==> src/rtl/jpeg_pkg.sv <==
// jpeg_pkg: constants and helpers shared by the JPEG block buffers.
// Contents:
//   BLK_COEFS     coefficients per 8x8 block
//   ZZ_TO_RASTER  zigzag scan index -> natural (raster) index. The encoder's
//                 zigzag buffer uses the same table.
//   zz_to_raster  lookup wrapper around ZZ_TO_RASTER
package jpeg_pkg;

    localparam int BLK_COEFS = 32'sd64;

    typedef logic [5:0] coef_idx_t;
    typedef logic [2:0] row_idx_t;

    localparam coef_idx_t ZZ_TO_RASTER [0:63] = '{
        6'd0,  6'd1,  6'd8,  6'd16, 6'd9,  6'd2,  6'd3,  6'd10,
        6'd17, 6'd24, 6'd32, 6'd25, 6'd18, 6'd11, 6'd4,  6'd5,
        6'd12, 6'd19, 6'd26, 6'd33, 6'd40, 6'd48, 6'd41, 6'd34,
        6'd27, 6'd20, 6'd13, 6'd6,  6'd7,  6'd14, 6'd21, 6'd28,
        6'd35, 6'd42, 6'd49, 6'd56, 6'd57, 6'd50, 6'd43, 6'd36,
        6'd29, 6'd22, 6'd15, 6'd23, 6'd30, 6'd37, 6'd44, 6'd51,
        6'd58, 6'd59, 6'd52, 6'd45, 6'd38, 6'd31, 6'd39, 6'd46,
        6'd53, 6'd60, 6'd61, 6'd54, 6'd47, 6'd55, 6'd62, 6'd63
    };

    function automatic coef_idx_t zz_to_raster(input coef_idx_t k);
        return ZZ_TO_RASTER[k];
    endfunction

endpackage

==> src/rtl/dezigzag_buffer_64x8bit_if.sv <==
// dezigzag_buffer_64x8bit_if: handshake bundle of the inverse-zigzag buffer.
// Coefficient side: coef_valid/coef_ready, coef_data (8b), coef_eob.
// Row side:         row_valid/row_ready, row_data (64b), row_index (3b), row_last.
// Modports: slave = the buffer itself, master = the producer/consumer around it.
interface dezigzag_buffer_64x8bit_if;

    logic        coef_valid;
    logic        coef_ready;
    logic [7:0]  coef_data;
    logic        coef_eob;
    logic        row_valid;
    logic        row_ready;
    logic [63:0] row_data;
    logic [2:0]  row_index;
    logic        row_last;

    modport slave (
        input  coef_valid, coef_data, coef_eob, row_ready,
        output coef_ready, row_valid, row_data, row_index, row_last
    );

    modport master (
        output coef_valid, coef_data, coef_eob, row_ready,
        input  coef_ready, row_valid, row_data, row_index, row_last
    );

endinterface

==> src/rtl/dezigzag_bank.sv <==
// dezigzag_bank: one 64x8 coefficient store with a per-position written mask.
// Ports:
//   clock, reset_n  clock and async active-low reset (mask only)
//   wr_en/wr_addr/wr_data  write one coefficient at a raster address
//   clr             synchronous clear of the whole mask (bank release)
//   rd_row          raster row to present
//   rd_data         row rd_row, column c at [8c+7:8c]; unwritten positions read 0
module dezigzag_bank
    import jpeg_pkg::*;
(
    input  logic        clock,
    input  logic        reset_n,
    input  logic        wr_en,
    input  coef_idx_t   wr_addr,
    input  logic [7:0]  wr_data,
    input  logic        clr,
    input  row_idx_t    rd_row,
    output logic [63:0] rd_data
);

    // Data is deliberately left unreset: the mask decides what is visible,
    // so stale bytes from an earlier or aborted block never leak out.
    logic [7:0]           mem_r [0:BLK_COEFS-1];
    logic [BLK_COEFS-1:0] mask_r;
    logic [63:0]          rd_data_s;

    // Coefficient data write port
    always_ff @(posedge clock) begin
        if (wr_en) begin
            mem_r[wr_addr] <= wr_data;
        end
    end

    // Written-mask: set on write, cleared wholesale when the bank is released
    always_ff @(posedge clock or negedge reset_n) begin
        if (!reset_n) begin
            mask_r <= '0;
        end else if (clr) begin
            mask_r <= '0;
        end else if (wr_en) begin
            mask_r[wr_addr] <= 1'b1;
        end
    end

    // Masked row read: positions never written in this block read as zero,
    // which is what implements end-of-block zero fill
    always_comb begin
        rd_data_s = 64'd0;
        for (int c = 0; c < 8; c++) begin
            if (mask_r[{rd_row, 3'(c)}]) begin
                rd_data_s[8*c +: 8] = mem_r[{rd_row, 3'(c)}];
            end else begin
                rd_data_s[8*c +: 8] = 8'd0;
            end
        end
    end

    assign rd_data = rd_data_s;

endmodule

==> src/rtl/dezigzag_buffer_64x8bit.sv <==
// dezigzag_buffer_64x8bit: inverse-zigzag ping-pong block buffer.
// Accepts one coefficient per handshake in zigzag order, stores it at its
// raster position in the current write bank, and emits completed blocks as
// eight 64-bit raster rows. coef_eob closes a block early; the remaining
// positions read as zero.
// Ports:
//   clock    rising-edge clock
//   reset_n  async active-low reset
//   bus      dezigzag_buffer_64x8bit_if.slave (coef_* input stream, row_* output stream)
module dezigzag_buffer_64x8bit
    import jpeg_pkg::*;
#(
    parameter int DATA_WIDTH = 32'sd8,
    parameter int DEPTH      = 32'sd64
)
(
    input  logic                       clock,
    input  logic                       reset_n,
    dezigzag_buffer_64x8bit_if.slave   bus
);

    localparam coef_idx_t LAST_K = 6'(DEPTH - 1);

    logic            wr_bank_r;
    coef_idx_t       wr_k_r;
    logic [1:0]      full_r;
    logic            rd_bank_r;
    row_idx_t        rd_row_r;

    logic            accept_s;
    logic            wr_data_en_s;
    logic            close_s;
    logic            pop_s;
    logic            release_s;
    coef_idx_t       wr_addr_s;
    logic [1:0]      bank_wr_en_s;
    logic [1:0]      bank_clr_s;
    logic [1:0]      full_next_s;
    logic [DATA_WIDTH-1:0] coef_data_s;
    logic [63:0]     bank0_rd_s;
    logic [63:0]     bank1_rd_s;

    assign coef_data_s = bus.coef_data;

    // Handshake decode and per-bank strobes. A bank can only be closed while
    // empty and only released while full, so close and release in the same
    // cycle always hit different banks.
    always_comb begin
        accept_s     = bus.coef_valid & ~full_r[wr_bank_r];
        wr_data_en_s = accept_s & ~bus.coef_eob;
        close_s      = accept_s & (bus.coef_eob | (wr_k_r == LAST_K));
        pop_s        = full_r[rd_bank_r] & bus.row_ready;
        release_s    = pop_s & (rd_row_r == 3'd7);
        wr_addr_s    = zz_to_raster(wr_k_r);

        bank_wr_en_s = 2'b00;
        bank_clr_s   = 2'b00;
        bank_wr_en_s[wr_bank_r] = wr_data_en_s;
        bank_clr_s[rd_bank_r]   = release_s;

        full_next_s = full_r;
        if (close_s) begin
            full_next_s[wr_bank_r] = 1'b1;
        end else begin
            full_next_s[wr_bank_r] = full_r[wr_bank_r];
        end
        if (release_s) begin
            full_next_s[rd_bank_r] = 1'b0;
        end else begin
            full_next_s[rd_bank_r] = full_next_s[rd_bank_r];
        end
    end

    // Write pointer: zigzag index within the block and the bank being filled
    always_ff @(posedge clock or negedge reset_n) begin
        if (!reset_n) begin
            wr_bank_r <= 1'b0;
            wr_k_r    <= 6'd0;
        end else if (close_s) begin
            wr_bank_r <= ~wr_bank_r;
            wr_k_r    <= 6'd0;
        end else if (accept_s) begin
            wr_k_r    <= wr_k_r + 6'd1;
        end
    end

    // Read pointer: row within the block and the bank being drained
    always_ff @(posedge clock or negedge reset_n) begin
        if (!reset_n) begin
            rd_bank_r <= 1'b0;
            rd_row_r  <= 3'd0;
        end else if (release_s) begin
            rd_bank_r <= ~rd_bank_r;
            rd_row_r  <= 3'd0;
        end else if (pop_s) begin
            rd_row_r  <= rd_row_r + 3'd1;
        end
    end

    // Per-bank full flags, updated independently so close and release can coincide
    always_ff @(posedge clock or negedge reset_n) begin
        if (!reset_n) begin
            full_r <= 2'b00;
        end else begin
            full_r <= full_next_s;
        end
    end

    dezigzag_bank u_bank0 (
        .clock   (clock),
        .reset_n (reset_n),
        .wr_en   (bank_wr_en_s[0]),
        .wr_addr (wr_addr_s),
        .wr_data (coef_data_s),
        .clr     (bank_clr_s[0]),
        .rd_row  (rd_row_r),
        .rd_data (bank0_rd_s)
    );

    dezigzag_bank u_bank1 (
        .clock   (clock),
        .reset_n (reset_n),
        .wr_en   (bank_wr_en_s[1]),
        .wr_addr (wr_addr_s),
        .wr_data (coef_data_s),
        .clr     (bank_clr_s[1]),
        .rd_row  (rd_row_r),
        .rd_data (bank1_rd_s)
    );

    // Outputs come straight from registers (no coef -> row combinational path)
    assign bus.coef_ready = ~full_r[wr_bank_r];
    assign bus.row_valid  = full_r[rd_bank_r];
    assign bus.row_data   = rd_bank_r ? bank1_rd_s : bank0_rd_s;
    assign bus.row_index  = rd_row_r;
    assign bus.row_last   = (rd_row_r == 3'd7);

endmodule

==> src/flat_wrapper.sv <==
// flat-port wrapper written by rule: the top's interface ports become plain ports
module dezigzag_buffer_64x8bit_flat import jpeg_pkg::*;
#(
    parameter int DATA_WIDTH = 32'sd8,
    parameter int DEPTH      = 32'sd64
)
  (clock, reset_n, bus_coef_valid, bus_coef_data, bus_coef_eob, bus_row_ready, bus_coef_ready, bus_row_valid, bus_row_data, bus_row_index, bus_row_last);
  dezigzag_buffer_64x8bit_if bus_i ();
  input  logic clock;
  input  logic reset_n;
  input wire logic [$bits(bus_i.coef_valid)-1:0] bus_coef_valid;
  input wire logic [$bits(bus_i.coef_data)-1:0] bus_coef_data;
  input wire logic [$bits(bus_i.coef_eob)-1:0] bus_coef_eob;
  input wire logic [$bits(bus_i.row_ready)-1:0] bus_row_ready;
  output wire logic [$bits(bus_i.coef_ready)-1:0] bus_coef_ready;
  output wire logic [$bits(bus_i.row_valid)-1:0] bus_row_valid;
  output wire logic [$bits(bus_i.row_data)-1:0] bus_row_data;
  output wire logic [$bits(bus_i.row_index)-1:0] bus_row_index;
  output wire logic [$bits(bus_i.row_last)-1:0] bus_row_last;
  assign bus_i.coef_valid = bus_coef_valid;
  assign bus_i.coef_data = bus_coef_data;
  assign bus_i.coef_eob = bus_coef_eob;
  assign bus_i.row_ready = bus_row_ready;
  assign bus_coef_ready = bus_i.coef_ready;
  assign bus_row_valid = bus_i.row_valid;
  assign bus_row_data = bus_i.row_data;
  assign bus_row_index = bus_i.row_index;
  assign bus_row_last = bus_i.row_last;
  dezigzag_buffer_64x8bit #(.DATA_WIDTH(DATA_WIDTH), .DEPTH(DEPTH)) u_core (.clock(clock), .reset_n(reset_n), .bus(bus_i));
endmodule
==> config.mk <==
export PLATFORM = sky130hd
export DESIGN_NAME = dezigzag_buffer_64x8bit_flat
export DESIGN_NICKNAME = d
export VERILOG_FILES = /design/src/rtl/jpeg_pkg.sv /design/src/rtl/dezigzag_buffer_64x8bit_if.sv /design/src/rtl/dezigzag_bank.sv /design/src/rtl/dezigzag_buffer_64x8bit.sv /design/src/flat_wrapper.sv
export SDC_FILE = /design/constraint.sdc
export NUM_CORES = 1
export LEC_CHECK = 0
export BUFFER_PORTS_ARGS = -buffer_cell sky130_fd_sc_hd__buf_2
export CORE_ASPECT_RATIO = 0.6
export CORE_MARGIN = 2
export CORE_UTILIZATION = 60
export DETAILED_ROUTE_END_ITERATION = 16
export GPL_TIMING_DRIVEN = 0
export PLACE_DENSITY = 0.8
export RECOVER_POWER = 100
export SYNTH_ARGS = -nofsm -noshare
export SYNTH_HDL_FRONTEND = slang
export SYNTH_SLANG_ARGS = --single-unit
==> constraint.sdc <==
create_clock -name clock -period 3.75 [get_ports clock]
set_input_delay 0.1875 -clock clock [delete_from_list [all_inputs] [get_ports clock]]
set_output_delay 0.1875 -clock clock [all_outputs]
set_load 0.05 [all_outputs]
==> out/qor.yml, run 1 <==
status:
  status: "finished with violations"
  violations: "capacitance limit, slew limit"
placement:
  dpl_cell_area_mm2: 0.04889
  portBuffers: 82
  dp_hpwl_um: 74390
  place_congestion: 0.9302
  dp_slack_ps: -1513
final_layout:
  regArea_mm2: 0.03428
  syn2layout_area_growth_pct: 15.15
  layout.nets: 2707
  final_cell_mix: "edfxtp_1 (1024), mux4_2 (288), dfrtp_1 (138)"
  nFillCells: 4544
  insertedDiodeCount: 0
  layout-drive-gt1-share_pct: 31.89
  final_common_cell: "edfxtp_1"
  design_area_mm2: 0.05397
  multi_input_area_mm2: 0.01284
floorplanning:
  core_area_mm2: 0.07740
  die-area_mm2: 0.08045
  ioPinCount: 83
  start_util_pct: 60.56
  die_x_um: 364.8
  fp.dieH_um: 220.5
  row_count: 79
cts:
  cts.sinks: 1165
  cts_tree: "yes"
  cts_max_path_buffers: 3
  cts_buffers: 97
  htree_levels: 3
  clk-insertion-delay-late_ps: 720
  root_buffer: "clkbuf_16"
  path_clk_slew_ps: 70
power:
  vdd_drop_max_mv: 0.4475
  p_per_area_mw_per_mm2: 665.9
  power_leakage_uw: 0.01760
  p_total_uw: 35940
route:
  routed_wl_um: 124600
  drc: 0
  firstDrtPassIters: 6
  via_per_inst: 6.904
  detail-route-antenna-nets: 0
  post_drt_wl_per_cell_um: 32.74
  drt_iter0_drc: 4246
  vias: 26278
synth:
  ys_top_cells_by_area: "edfxtp_1 (66%), mux4_2 (14%), dfrtp_1 (7.5%), mux2i_1 (2.9%), nor2_1 (1.2%)"
  yosysTopAreaCellShare_pct: 65.60
  syn_area_mm2: 0.04687
  synth_cells: 2430
  synth_cell_types: 73
  ys_warn_count: 0
  yosysTopAreaCell: "edfxtp_1"
  ys.flop_type: "edfxtp_1"
  synth_edf_count: 1024
  synthArstFlopShare_pct: 12.10
  ys_seq_elements: 1165
  seq_area_frac_synth_pct: 73.13
  syn_avg_cell_area_um2: 19.29
  synth.net_count: 2463
timing:
  fin_crit_ps: 3720
  fin_skew_ps: 25.02
  holdWs_ps: 346.9
  hold_viol_final: 0
  slew_headroom_pct: -131.2
  timing.final.ws_setup_ps: 30.12
  drv_slew: 801
  finalCritPeriodShare_pct: 99.20
  max_clock_freq_mhz: 268.8
  setup_viol: 0
  tightest_slew_ps: 3467
setup_path:
  r2r_cells: 7
  cpMaxStageDelayCell: "dfrtp_1"
  crit_type: "reg2out"
  crit_required_ps: 3560
  endpoint_kind: "output pin"
  path_cells: "buf_4 > buf_4 > clkbuf_4 > clkbuf_4 > mux4_2 > mux2i_1 > o22ai_1 > buf_2"
  slowest_delay_ps: 430
  cp-start-kind: "register"
  worst_ep_arrival_time_ps: 3530
  path_max_fanout: 10
global_routing:
  overflow: 0
  grt_max_degree: 94
  antenna_found_initial: 0
  grt_pass1_vias: 25927
  grt_pass1_wl_um: 178800
  grtUsageTotal_pct: 31.59
min_path:
  hold_class: "in2reg"
  whs_path_depth: 3
flow_run:
  cap_viol_max_count: 13
## state kept, by name, summed over array words and instances (netlist names)
name and cells:
u_core.bus.row_index 3, u_core.full_r 2, u_core.rd_bank_r 1, u_core.u_bank0.mask_r 64, u_core.u_bank0.mem_r 512, u_core.u_bank1.mask_r 64, u_core.u_bank1.mem_r 512, u_core.wr_bank_r 1
u_core.wr_k_r 6
## stage by stage
stage               setup TNS (ps)  std cells  util, %
global route                -332.8       3806    69.74
detailed placement        -1061740       3575    63.17
global placement          -1110590       3565    62.80
floorplan                        0       2430        -
finish                           0       3806    69.74
CTS                              0       3793    69.52
## what timing repair did
action	4_1_cts	5_1_grt
pin swaps	25	15
endpoints found under the hold margin	347	0
setup buffers	30	13
gates resized for setup	379	60
hold buffers	10	0
setup endpoints to repair	1134	1000
## cell usage after synthesis (2+ instances only)
| library cell | instances |
|---|---|
| or3_4 | 2 |
| mux2_2 | 10 |
| inv_1 | 10 |
| buf_1 | 27 |
| or3_1 | 11 |
| buf_4 | 7 |
| o2111ai_1 | 7 |
| mux2i_1 | 138 |
| and3b_1 | 2 |
| clkbuf_1 | 61 |
| nand2_1 | 117 |
| and2_1 | 4 |
| o31ai_2 | 10 |
| ha_1 | 20 |
| a211oi_1 | 4 |
| nor4_2 | 4 |
| edfxtp_1 | 1024 |
| nor3_1 | 10 |
| o221a_2 | 2 |
| o221ai_1 | 3 |
| a31oi_1 | 4 |
| o22ai_1 | 67 |
| nor4_1 | 2 |
| buf_2 | 61 |
| a22o_1 | 34 |
| nand3b_1 | 5 |
| a21o_1 | 4 |
| nor2_1 | 153 |
| a21oi_1 | 10 |
| buf_6 | 6 |
| o21ai_1 | 19 |
| o21ai_0 | 52 |
| mux4_2 | 288 |
| nand4_1 | 4 |
| dfrtp_1 | 141 |
| o31ai_1 | 15 |
| o21a_1 | 15 |
| nor2b_1 | 8 |
| or2_2 | 10 |
| nand2b_1 | 11 |
| nand3_1 | 14 |
| and3_1 | 3 |
## metal layers
layer,up-vias,routed length (µm),track usage [%]
li1,10391,-,-
met3,295,15610,9.733
met5,-,25,0
met4,2,4076,10.10
met1,13607,46790,45.12
met2,1983,58110,47.51
## worst max-delay path, delay by kind of cell (launching register included)
kind / cells / cell delay [ps]
buffers and inverters: 5 / 1520
AO/OA/AOI/OAI: 1 / 190
multiplexers: 2 / 670
flip-flops: 1 / 430
## power by group
part,total [µW],internal (µW),leakage (µW),switching (µW)
combinational,11300,4250,0.00493,7020
sequential,14500,14300,0.0111,161
clock,10200,5500,0.00154,4720
total,35900,24000,0.0176,11900
## final cells by class
class                      instances  area share (%)
buffer                           163           1.954
inverter                          10         0.07650
clock inverter                    57          0.9968
tap                             1053           2.441
multi-input combinational       1092           23.79
timing repair buffer             145           2.404
sequential                      1165           63.52
clock buffer                     121           4.817
## final timing paths
check                                          start                     endpoint  slack [ps]
max                          u_core.bus.row_index[1]              bus_row_data[6]          30
min                                     bus_coef_eob             u_core.wr_k_r[4]         350
max reg2reg                         u_core.wr_k_r[1]  u_core.u_bank0.mem_r[42][0]          30
min reg2reg                u_core.u_bank1.mask_r[16]    u_core.u_bank1.mask_r[16]         480
max in group asynchronous                    reset_n    u_core.u_bank0.mask_r[10]         590
min in group asynchronous                    reset_n    u_core.u_bank0.mask_r[39]        1210
## kinds of logic after synthesis
family,synth area share (%)
flip-flops,73.13
AND/OR/NAND/NOR,3.601
multiplexers,17.02
AO/OA/AOI/OAI,3.937
adder cells (fa/ha/maj),0.5339
XOR/XNOR,0.07209
buffers and inverters,1.703
No activity file was read; power rests on OpenSTA's default activity.
==> run 2, diff against run 1 <==
Settings changed: CORE_ASPECT_RATIO 0.6 to 0.8.
==> run 2 against run 1 <==
- the flow still finishes with violations (capacitance limit, slew limit)
- utilization shrank 0.60 points
- sequential share of layout area grew 0.71 points
- clock skew grew 7.3 ps
- die area is essentially flat
- non-clock buffer count shrank 32
- clock power grew 6%
- critical path depth shrank 2
- combinational power shrank 4%
- total power grew 0.56%
- clock-buffer cell count grew 16
- critical endpoint is now bus_row_data[15]
- largest power group unchanged
==> out/qor.yml, run 2 (synthesis results as in run 1) <==
status:
  status: "finished with violations"
  violations: "capacitance limit, slew limit"
setup_path:
  cp_num_buf_inv: 4  # -1
  r2r_slack_ps: 60  # +30 ps
  crit_type: "reg2out"
  cpMostUsedCell: "buf_2"
  crit_required_ps: 3560  # about the same
  reg2reg_to: "u_core.u_bank1.mem_r[36][2]"
  cp-start-kind: "register"
  endpoint_kind: "output pin"
  cpMaxStageDelayCell: "clkbuf_1"
  crit_start: "u_core.bus.row_index[2]"
  worst_ep_arrival_time_ps: 3520  # about the same
  path_cells: "buf_2 > clkbuf_2 > clkbuf_1 > mux2i_1 > o22ai_1 > buf_2"
  r2r_start: "u_core.wr_k_r[0]"
  r2r_cells: 11  # +4
  cp_top_family: "buffers and inverters"
  path_max_fanout: 10  # unchanged
  slowest_delay_ps: 680  # +250 ps
timing:
  hold_viol_final: 0  # unchanged
  drv_slew: 1193  # +49%
  slew_headroom_pct: -81.62  # +50 points
  setup_viol: 0  # unchanged
  tightest_slew_ps: 2724  # -743.1 ps
  timing.final.ws_setup_ps: 42.62  # +12.50 ps
  max_clock_freq_mhz: 269.7  # +0.34%
  fin_crit_ps: 3707  # -12.50 ps
  timing.setup.tns_ps: 0  # unchanged
  finalCritPeriodShare_pct: 98.86  # -0.33 points
  rsz0062_at_grt: "no"
  fin_skew_ps: 32.31  # +7.292 ps
placement:
  dpl_cell_area_mm2: 0.04887  # about the same
  place_congestion: 0.9439  # +1.5%
  portBuffers: 82  # unchanged
  dp_slack_ps: -1118  # +395.7 ps
  dp_hpwl_um: 72940  # -1.9%
floorplanning:
  core_area_mm2: 0.07720  # -0.26%
  ioPinCount: 83  # unchanged
  die-area_mm2: 0.08039  # about the same
  start_util_pct: 60.72  # +0.16 points
  row_count: 91  # +15%
  die_x_um: 316.5  # -13%
  fp.dieH_um: 254.0  # +15%
flow_run:
  cap_viol_max_count: 18  # +5
power:
  pwr-share-comb_pct: 30.2  # -1.2 points
  p_seq_share_pct: 40.0  # -0.2 points
  switching_share_pct: 32.26  # -0.84 points
  p_sw_uw: 11660  # -2.0%
  p_per_area_mw_per_mm2: 677.1  # +1.7%
  p_int_uw: 24480  # +1.8%
  vdd_drop_max_mv: 0.6312  # +41%
  power_leakage_uw: 0.01739  # -1.2%
  p_clk_share_pct: 29.8  # +1.4 points
route:
  detail-route-antenna-nets: 0  # unchanged
  post_drt_wl_per_cell_um: 31.11  # -5.0%
  vias: 25700  # -2.2%
  firstDrtPassIters: 6  # unchanged
  drt_iter0_drc: 3602  # -15%
  drt-met1-wl_um: 44780  # -4.3%
  drc: 0  # unchanged
  via_per_inst: 6.830  # -1.1%
  highest_layer: "met5"
  wl_met2_um: 55370  # -4.7%
  routed_wl_um: 117100  # -6.1%
  dr_wl_met3_um: 12910  # -17%
cts:
  htree_levels: 3  # unchanged
  cts.sinks: 1165  # unchanged
  root_buffer: "clkbuf_16"
  path_clk_slew_ps: 70  # about the same
  cts_max_path_buffers: 3  # unchanged
  cts_tree: "yes"
  cts_buffers: 106  # +9.3%
  clk-insertion-delay-late_ps: 690  # -30 ps
global_routing:
  grt_pass1_vias: 25771  # -0.60%
  grtUsageTotal_pct: 29.63  # -2.0 points
  overflow: 0  # unchanged
  grt_pass1_wl_um: 171100  # -4.3%
  antenna_found_initial: 3  # +3
  grt_max_degree: 81  # -14%
min_path:
  whs_path_depth: 3  # unchanged
  whs_endpoint: "u_core.wr_k_r[4]"
  min_from: "bus_coef_eob"
  hold_class: "in2reg"
final_layout:
  utilization_pct: 69.14  # -0.60 points
  final_cell_mix: "edfxtp_1 (1024), mux4_2 (288), mux2i_1 (138), dfrtp_1 (138), nand2_1 (115)"
  top_regs: "u_core.u_bank0.mem_r: 512 flops, u_core.u_bank1.mem_r: 512 flops"
  layout.nets: 2684  # -0.85%
  syn2layout_area_growth_pct: 13.87
  design_area_mm2: 0.05337  # -1.1%
  final_common_cell: "edfxtp_1"
  layout-drive-gt1-share_pct: 30.60  # -1.3 points
## run 2: cell types whose count changed in the layout (fill, tap and decap cells not counted), sizes merged
cell / change
buf: -78
bufinv: +2
clkbuf: +68
clkinv: -1
clkinvlp: -1
diode: +1
dlygate4sd3: -6
inv: +2
## run 2: worst max-delay path by stage
stage                                  end  slack [ps]  depth (start not counted)
6_report                  bus_row_data[15]          40                          6
5_1_grt          u_core.u_bank0.mask_r[34]           5                          3
4_1_cts        u_core.u_bank0.mem_r[24][6]         -70                         10
3_5_place_dp   u_core.u_bank0.mem_r[31][4]       -1120                         10
3_3_place_gp   u_core.u_bank1.mem_r[36][3]       -1680                          9
2_1_floorplan  u_core.u_bank1.mem_r[11][0]         350                         11
## run 2: layout make-up
class | instances | area (µm²)
inverters | 10 | 41.29
clock inverters | 59 | 595.6
diodes | 1 | 2.502
multi-input cells | 1092 | 12680
flip-flops and latches | 1165 | 34280
clock buffers | 137 | 2839
fillers | 4661 | 23820
well taps | 1023 | 1280
repair buffers | 113 | 680.7
plain buffers | 163 | 977.2
## run 2: per-stage QoR
| stage | total power [µW] | hold WS, ps | cells |
|---|---|---|---|
| 6_report | 36140 | 368.8 | 3763 |
| 3_3_place_gp | 24550 | 455.0 | 3535 |
| 2_1_floorplan | 21360 | -108.1 | 2430 |
| 4_1_cts | 35870 | 16.94 | 3755 |
| 5_1_grt | 37060 | 377.5 | 3762 |
| 3_5_place_dp | 24800 | 246.0 | 3546 |
## run 2: what timing repair did
item / 4_1_cts / 5_1_grt
setup buffers: 9 / 7
endpoints found under the setup margin: 1112 / 982
resized for setup: 301 / 96
cloned: 0 / 0
hold buffers: 4 / 0
endpoints found under the hold margin: 82 / 0
pin swaps: 8 / 8
## run 2: power groups by stage
| stage | Combinational, µW | Clock [µW] | Sequential (µW) |
|---|---|---|---|
| 6_report | 10900 | 10800 | 14500 |
| 5_1_grt | 11300 | 11300 | 14500 |
| 4_1_cts | 10600 | 10800 | 14400 |
| 3_5_place_dp | 10100 | 0 | 14700 |
| 3_3_place_gp | 9840 | 0 | 14700 |
| 2_1_floorplan | 6660 | 0 | 14700 |
## run 2: routing by layer
layer	vias to the layer above	GRT usage [%]
met4	6	9.892
met1	13387	42.46
li1	10335	-
met2	1695	45.73
met3	277	6.830
met5	-	0.7985
## run 2: worst min-delay path: stages
cell           delay, ps
dlygate4sd3_1        560
buf_2                170
o21ai_0               90
